--- config.mk ---
export PLATFORM = sky130hd
export DESIGN_NAME = iomem_gpio_bank
export DESIGN_NICKNAME = d
export VERILOG_FILES = /design/src/rtl/iomem_gpio_bank.sv
export SDC_FILE = /design/constraint.sdc
export NUM_CORES = 1
export LEC_CHECK = 0
export CAP_MARGIN = 15
export CORE_MARGIN = 3
export CORE_UTILIZATION = 32
export CTS_BUF_LIST = sky130_fd_sc_hd__clkbuf_4 sky130_fd_sc_hd__clkbuf_8
export DETAILED_ROUTE_END_ITERATION = 8
export GPL_TIMING_DRIVEN = 0
export PLACE_DENSITY_LB_ADDON = 0.3
export REMOVE_ABC_BUFFERS = 1
export SLEW_MARGIN = 30
export SYNTH_ARGS = -nofsm -noshare
export SYNTH_HDL_FRONTEND = slang
export SYNTH_SLANG_ARGS = --single-unit
export TNS_END_PERCENT = 10
--- constraint.sdc ---
create_clock -name clk -period 4.3 [get_ports clk]
set_input_delay 0.86 -clock clk [delete_from_list [all_inputs] [get_ports clk]]
set_output_delay 0.86 -clock clk [all_outputs]
set_load 0.01 [all_outputs]
--- src/rtl/iomem_gpio_bank.sv ---
// PicoSoC iomem peripheral: byte-writable output banks with set/clear aliases,
// synchronised input banks, rising-edge interrupt capture and a 7-segment scanner.
module iomem_gpio_bank #(
  parameter logic [7:0] BASE     = 8'h03,
  parameter int         N_OUT    = 2,
  parameter int         N_IN     = 1,
  parameter int         N_DIGITS = 4,
  parameter int         SCAN_DIV = 15
) (
  input  logic                clk,
  input  logic                reset,
  input  logic                iomem_valid,
  output logic                iomem_ready,
  input  logic [3:0]          iomem_wstrb,
  input  logic [31:0]         iomem_addr,
  input  logic [31:0]         iomem_wdata,
  output logic [31:0]         iomem_rdata,
  output logic [32*N_OUT-1:0] gpio_out,
  input  logic [32*N_IN-1:0]  gpio_in,
  output logic [N_DIGITS-1:0] seg_an,
  output logic [7:0]          seg_cat,
  output logic                irq
);
  localparam logic [2:0] GRP_OUT    = 3'd0;
  localparam logic [2:0] GRP_SET    = 3'd1;
  localparam logic [2:0] GRP_CLR    = 3'd2;
  localparam logic [2:0] GRP_MISC   = 3'd3;
  localparam logic [2:0] DIGIT_LAST = 3'(N_DIGITS - 1);

  logic                ready_reg;
  logic [31:0]         rdata_reg;
  logic [31:0]         rdata_next;
  logic                access;
  logic                write;
  logic [2:0]          grp;
  logic [2:0]          sub;
  logic [31:0]         byte_mask;
  logic [31:0]         wbits;
  logic [32*N_OUT-1:0] out_reg;
  logic [32*N_IN-1:0]  sync1_reg;
  logic [32*N_IN-1:0]  sync2_reg;
  logic [31:0]         prev_reg;
  logic [31:0]         stat_reg;
  logic [31:0]         stat_next;
  logic [31:0]         stat_clr;
  logic [31:0]         rise;
  logic [31:0]         mask_reg;
  logic                irq_reg;
  logic [63:0]         seg_reg;
  logic [SCAN_DIV-1:0] presc_reg;
  logic [2:0]          digit_reg;
  logic                unused_addr_bits;

  // The ready gate makes every access exactly two cycles, even with valid held.
  assign access    = iomem_valid && !ready_reg && (iomem_addr[31:24] == BASE);
  assign write     = access && (iomem_wstrb != 4'b0000);
  assign grp       = iomem_addr[7:5];
  assign sub       = iomem_addr[4:2];
  assign byte_mask = {{8{iomem_wstrb[3]}}, {8{iomem_wstrb[2]}},
                      {8{iomem_wstrb[1]}}, {8{iomem_wstrb[0]}}};
  assign wbits     = iomem_wdata & byte_mask;
  assign unused_addr_bits = ^{iomem_addr[23:8], iomem_addr[1:0]};

  genvar gi;
  generate
    for (gi = 0; gi < N_OUT; gi = gi + 1) begin : g_out
      logic [31:0] bank_reg;
      logic        hit;
      assign hit = write && (sub == 3'(gi));
      always_ff @(posedge clk) begin
        if (reset) begin
          bank_reg <= '0;
        end else if (hit) begin
          case (grp)
            GRP_OUT: bank_reg <= (bank_reg & ~byte_mask) | wbits;
            GRP_SET: bank_reg <= bank_reg | wbits;
            GRP_CLR: bank_reg <= bank_reg & ~wbits;
            default: bank_reg <= bank_reg;
          endcase
        end
      end
      assign out_reg[32*gi +: 32] = bank_reg;
    end

    // Digit bytes beyond N_DIGITS are tied to zero so they read back 0.
    for (gi = 0; gi < 8; gi = gi + 1) begin : g_seg
      if (gi < N_DIGITS) begin : g_digit
        localparam logic [2:0] SEG_SUB = (gi < 4) ? 3'd6 : 3'd7;
        logic [7:0] byte_reg;
        always_ff @(posedge clk) begin
          if (reset) begin
            byte_reg <= '0;
          end else if (write && grp == GRP_MISC && sub == SEG_SUB && iomem_wstrb[gi % 4]) begin
            byte_reg <= iomem_wdata[8*(gi % 4) +: 8];
          end
        end
        assign seg_reg[8*gi +: 8] = byte_reg;
      end else begin : g_none
        assign seg_reg[8*gi +: 8] = 8'h00;
      end
    end

    for (gi = 0; gi < N_DIGITS; gi = gi + 1) begin : g_an
      assign seg_an[gi] = (digit_reg != 3'(gi));
    end
  endgenerate

  // A fresh edge overrides a coincident W1C on the same bit.
  assign rise      = sync2_reg[31:0] & ~prev_reg;
  assign stat_clr  = (write && grp == GRP_MISC && sub == 3'd4) ? wbits : 32'h0;
  assign stat_next = (stat_reg & ~stat_clr) | rise;

  always_comb begin
    rdata_next = '0;
    case (grp)
      GRP_OUT, GRP_SET, GRP_CLR: begin
        for (int k = 0; k < N_OUT; k++) begin
          if (sub == 3'(k)) rdata_next = out_reg[32*k +: 32];
        end
      end
      GRP_MISC: begin
        case (sub)
          3'd4: rdata_next = stat_reg;
          3'd5: rdata_next = mask_reg;
          3'd6: rdata_next = seg_reg[31:0];
          3'd7: rdata_next = seg_reg[63:32];
          default: begin
            for (int j = 0; j < N_IN; j++) begin
              if (sub == 3'(j)) rdata_next = sync2_reg[32*j +: 32];
            end
          end
        endcase
      end
      default: rdata_next = '0;
    endcase
  end

  always_comb begin
    seg_cat = '0;
    for (int d = 0; d < 8; d++) begin
      if (digit_reg == 3'(d)) seg_cat = seg_reg[8*d +: 8];
    end
  end

  always_ff @(posedge clk) begin
    if (reset) begin
      ready_reg <= 1'b0;
      rdata_reg <= '0;
      sync1_reg <= '0;
      sync2_reg <= '0;
      prev_reg  <= '0;
      stat_reg  <= '0;
      mask_reg  <= '0;
      irq_reg   <= 1'b0;
      presc_reg <= '0;
      digit_reg <= '0;
    end else begin
      ready_reg <= access;
      rdata_reg <= access ? rdata_next : 32'h0;
      sync1_reg <= gpio_in;
      sync2_reg <= sync1_reg;
      prev_reg  <= sync2_reg[31:0];
      stat_reg  <= stat_next;
      if (write && grp == GRP_MISC && sub == 3'd5) begin
        mask_reg <= (mask_reg & ~byte_mask) | wbits;
      end
      irq_reg   <= |(stat_reg & mask_reg);
      presc_reg <= presc_reg + SCAN_DIV'(1);
      if (&presc_reg) begin
        digit_reg <= (digit_reg == DIGIT_LAST) ? 3'd0 : digit_reg + 3'd1;
      end
    end
  end

  assign iomem_ready = ready_reg;
  assign iomem_rdata = rdata_reg;
  assign gpio_out    = out_reg;
  assign irq         = irq_reg;
endmodule

==> flow_results.xml, run 1 <==
<?xml version="1.0" encoding="UTF-8"?>
<metrics>
  <group name="route">
    <metric name="met3_wirelength" unit="um">2870</metric>
    <metric name="met2RoutedLength" unit="um">20600</metric>
    <metric name="top_layer" unit="">met4</metric>
    <metric name="route.vias.total" unit="">10977</metric>
    <metric name="wl_met1" unit="um">20300</metric>
    <metric name="antenna_violating_nets_post_route" unit="">0</metric>
    <metric name="dr.pass1.iters" unit="">5</metric>
    <metric name="wl" unit="um">44900</metric>
    <metric name="drc_violations_left" unit="">0</metric>
    <metric name="routedWlPerCell" unit="um">21.7</metric>
    <metric name="first_iter_violations" unit="">1066</metric>
    <metric name="routed_via_density" unit="">5.31</metric>
  </group>
  <group name="placed_design">
    <metric name="pre_cts_slack" unit="ns">-0.139</metric>
    <metric name="io_buffers" unit="">194</metric>
    <metric name="dp_hpwl" unit="um">30800</metric>
    <metric name="place_congestion" unit="">0.832</metric>
  </group>
  <group name="synthesis">
    <metric name="synth.cell_area" unit="um^2">12900</metric>
    <metric name="yosysWarnings" unit="">0</metric>
    <metric name="seq_area_frac_synth" unit="">0.476</metric>
    <metric name="synth.area.mux_share" unit="">0.0943</metric>
    <metric name="post_synth_fa_ha_maj_area_fraction" unit="">0.00483</metric>
    <metric name="synth.largest_area_cell" unit="">dfxtp_1</metric>
    <metric name="post_synth_num_cell_types" unit="">48</metric>
    <metric name="synth_xor_xnor_area_share" unit="">0.00948</metric>
    <metric name="post_synth_edffs" unit="">0</metric>
    <metric name="synth_flop_cell" unit="">dfxtp_1</metric>
    <metric name="synth_simple_gate_area_frac" unit="">0.192</metric>
    <metric name="syn-instance-count" unit="">1321</metric>
    <metric name="netlist_top_cells_area" unit="">dfxtp_1, mux2i_1, nor2b_1, a32o_1, nand2_1</metric>
    <metric name="synth_compound_area_frac" unit="">0.175</metric>
    <metric name="synthesized_area_per_cell" unit="um^2">9.80</metric>
    <metric name="ys_seq_elements" unit="">308</metric>
    <metric name="postSynth.asyncResetShare" unit="">0</metric>
    <metric name="synth_top_area_share" unit="">0.476</metric>
    <metric name="synth_top_family_by_area" unit="">simple AND/OR/NAND/NOR gates</metric>
  </group>
  <group name="critical_path">
    <metric name="critical_path_arrival" unit="ns">4.42</metric>
    <metric name="r2r_end" unit="">iomem_rdata[23]</metric>
    <metric name="setup.worst_path.end_class" unit="">register</metric>
    <metric name="critical_path_peak_fanout" unit="">108</metric>
    <metric name="crit-reg2reg-launch" unit="">iomem_ready</metric>
    <metric name="cp_data_required_time" unit="ns">4.80</metric>
    <metric name="reg2reg_depth" unit="">4</metric>
    <metric name="setup.worst_path.start_class" unit="">primary input</metric>
    <metric name="regToRegSetupSlack" unit="ns">1.24</metric>
    <metric name="critPathKind" unit="">in2reg</metric>
  </group>
  <group name="grt">
    <metric name="grt_max_degree" unit="">109</metric>
    <metric name="grt_antenna_before_repair" unit="">1</metric>
    <metric name="grt_util_all_layers" unit="">0.200</metric>
    <metric name="remaining_global_route_overflow" unit="">0</metric>
    <metric name="first_pass_grt_wire_length" unit="um">67400</metric>
    <metric name="first_global_vias" unit="">10834</metric>
  </group>
  <group name="cts">
    <metric name="cts_root_buffer" unit="">clkbuf_8</metric>
    <metric name="clk_pin_slew_worst_paths" unit="ns">0.06</metric>
    <metric name="cts_tree" unit="">done</metric>
    <metric name="post_cts_buffers" unit="">0</metric>
    <metric name="number_of_buffers_added_by_the_clock_tree_synthesis_step" unit="">54</metric>
    <metric name="numClockSinks" unit="">308</metric>
    <metric name="post_cts_hold_buffer_count" unit="">0</metric>
    <metric name="ctsHtreeMaxLevel" unit="">2</metric>
    <metric name="worstSkewPairLatency" unit="ns">0.64</metric>
    <metric name="cts_repair_resize_count" unit="">0</metric>
    <metric name="cts_buffer_depth" unit="">3</metric>
  </group>
  <group name="timing">
    <metric name="final_max_slew_viol_count" unit="">0</metric>
    <metric name="min_period_over_period" unit="">0.912</metric>
    <metric name="setup_skew" unit="ns">0.0383</metric>
    <metric name="finalCriticalPeriod" unit="ns">3.92</metric>
    <metric name="final_hold_viol_count" unit="">0</metric>
    <metric name="rsz0062_at_grt" unit="">no</metric>
    <metric name="worst_tran_pin_value" unit="ns">1.05</metric>
    <metric name="max_freq" unit="MHz">255</metric>
    <metric name="relSlewSlack" unit="">0.298</metric>
    <metric name="layout_setup_ws" unit="ns">0.380</metric>
    <metric name="report.final.setup_viol" unit="">0</metric>
  </group>
  <group name="floorplan">
    <metric name="die-area" unit="um^2">42900</metric>
    <metric name="die-width" unit="um">207</metric>
    <metric name="placement_rows" unit="">73</metric>
    <metric name="effective_utilization_at_floorplan" unit="">0.325</metric>
    <metric name="design.portCount" unit="">213</metric>
    <metric name="area_inside_the_core_boundary" unit="um^2">39800</metric>
    <metric name="die_height" unit="um">207</metric>
  </group>
  <group name="power_and_ir_drop">
    <metric name="leakage" unit="nW">6.04</metric>
    <metric name="vdd_drop_max" unit="mV">0.208</metric>
    <metric name="design_power_total" unit="mW">6.31</metric>
    <metric name="cellPowerDensity" unit="nW/um^2">376</metric>
  </group>
  <group name="final_layout">
    <metric name="fillCellCount" unit="">3927</metric>
    <metric name="postLayoutCoreUtil" unit="">0.421</metric>
    <metric name="area_growth" unit="%">29.6</metric>
    <metric name="final_layout_size_suffix_gt1_frac" unit="">0.129</metric>
    <metric name="nNetsFinal" unit="">1605</metric>
  </group>
  <group name="status">
    <metric name="outcome" unit="">finished, final reports clean</metric>
  </group>
  <group name="flow_run">
    <metric name="cap_violations" unit="">0</metric>
  </group>
  <group name="min_path">
    <metric name="hold_path_class" unit="">reg2reg</metric>
    <metric name="worstHoldEndpoint" unit="">sync2_reg[7]</metric>
    <metric name="timing.hold.worst.start" unit="">sync1_reg[7]</metric>
    <metric name="hold-path-cell-count" unit="">1</metric>
  </group>
</metrics>
-- metal layers --
layer  vias up  track usage
li1       5156            -
met1      5379        0.270
met2       373        0.322
met3        69       0.0415
met4         0       0.0646
met5         -            0
-- cell families after synthesis --
logic type | Yosys count
compound gates | 277
simple gates | 450
fa+ha+maj | 5
flops | 308
xor+xnor | 14
buf+inv | 148
mux | 119
-- worst max path at each step --
stage / from / end
2_1_floorplan: reset / iomem_rdata[13]
3_3_place_gp: reset / iomem_rdata[23]
3_5_place_dp: reset / iomem_rdata[23]
4_1_cts: digit_reg[1] / seg_cat[1]
5_1_grt: reset / iomem_rdata[23]
6_report: reset / iomem_rdata[23]
-- cells in the mapped netlist, types with 5 or more instances --
cell       instances
clkbuf_1          76
nor2b_1          143
o211ai_1          64
a31oi_1            9
a21oi_1           20
and4_1             7
a222oi_1          21
nand2b_1           7
nor2_1            43
nand3_1           38
dfxtp_1          308
xor2_1            12
a32o_1            51
or2_2              6
buf_2             25
nand4_1           11
a22oi_1           25
nand2_1          128
inv_1             40
o2bb2ai_1         30
and3_1             6
nand3b_1          16
mux2i_1           96
ha_1               5
a22o_1            45
and2_1             8
o21ai_0           10
mux2_2            23
-- layout make-up --
| class | count | area (um^2) | share of cell area |
|---|---|---|---|
| repair buffers | 228 | 2310 | 0.138 |
| clock inverters | 9 | 104 | 0.00619 |
| clock buffers | 91 | 1120 | 0.0668 |
| inverters | 40 | 158 | 0.00940 |
| multi-input cells | 865 | 6250 | 0.373 |
| well taps | 525 | 657 | 0.0392 |
| diodes | 1 | 2.50 | 0.000149 |
| flip-flops and latches | 308 | 6170 | 0.368 |
-- critical path, cell delays in order --
cell and delay [ns]:
buf_8 0.23, buf_16 0.31, inv_8 0.26, buf_16 0.36
nand4_2 0.76, or2_2 0.94, a31oi_1 0.45
-- through the flow --
step	cells	instance area (um^2)	setup TNS [ns]	hold slack, ns
after floorplan	1213	12500	-50.49	0.408
after global placement	1932	15100	-2221.88	0.421
after detailed placement	1966	15500	-0.467	0.420
after CTS	2066	16800	0	0.434
after global routing	2067	16800	0	0.453
final	2067	16800	0	0.434
-- where the power goes --
| group | internal, mW | switching [mW] |
|---|---|---|
| Combinational | 0.153 | 0.217 |
| Clock | 1.76 | 1.24 |
| Sequential | 2.91 | 0.0310 |
| Total | 4.82 | 1.49 |
-- placed cells by master (no fill, tap or decap), types with 7 or more instances in the layout --
master / Yosys / final
dfxtp_1: 308 / 308
clkdlybuf4s50_1: 0 / 190
nor2b_1: 143 / 142
nand2_1: 128 / 128
mux2i_1: 96 / 96
clkbuf_8: 0 / 70
o211ai_1: 64 / 64
a32o_1: 51 / 51
a22o_1: 45 / 45
nor2_1: 43 / 41
inv_1: 40 / 39
nand3_1: 38 / 38
o2bb2ai_1: 30 / 30
a22oi_1: 25 / 25
mux2_2: 23 / 23
a222oi_1: 21 / 21
clkbuf_4: 0 / 21
a21oi_1: 20 / 20
nand3b_1: 16 / 16
buf_4: 1 / 16
xor2_1: 12 / 12
nand4_1: 11 / 11
o21ai_0: 10 / 10
a31oi_1: 9 / 9
and2_1: 8 / 8
buf_6: 3 / 8
buf_2: 25 / 7
No activity file was read; power rests on OpenSTA's default activity.
==> inputs of run 2 (changes only) <==
Clock period 4.3 ns to 4.55 ns, I/O delays scaled along.
==> results of run 2 <==
Same layout as run 1 (identical final DEF). Status: finished, final reports clean.
Main changes from that run: setup slack after placement -0.139 ns -> 0.0607 ns; setup slack after layout 0.380 ns -> 0.580 ns; register-to-register setup slack 1.24 ns -> 1.49 ns; total power 6.31 mW -> 5.96 mW; worst IR drop on VDD 0.208 mV -> 0.197 mV
==> inputs of run 3 (changes only) <==
Settings changed: CAP_MARGIN 15 to 20.
==> results of run 3 <==
Same layout as run 1 (identical final DEF). Status: finished, final reports clean.
Main changes from that run: setup slack after placement -0.139 ns -> 0.0607 ns; setup slack after layout 0.380 ns -> 0.580 ns; register-to-register setup slack 1.24 ns -> 1.49 ns; total power 6.31 mW -> 5.96 mW; worst IR drop on VDD 0.208 mV -> 0.197 mV
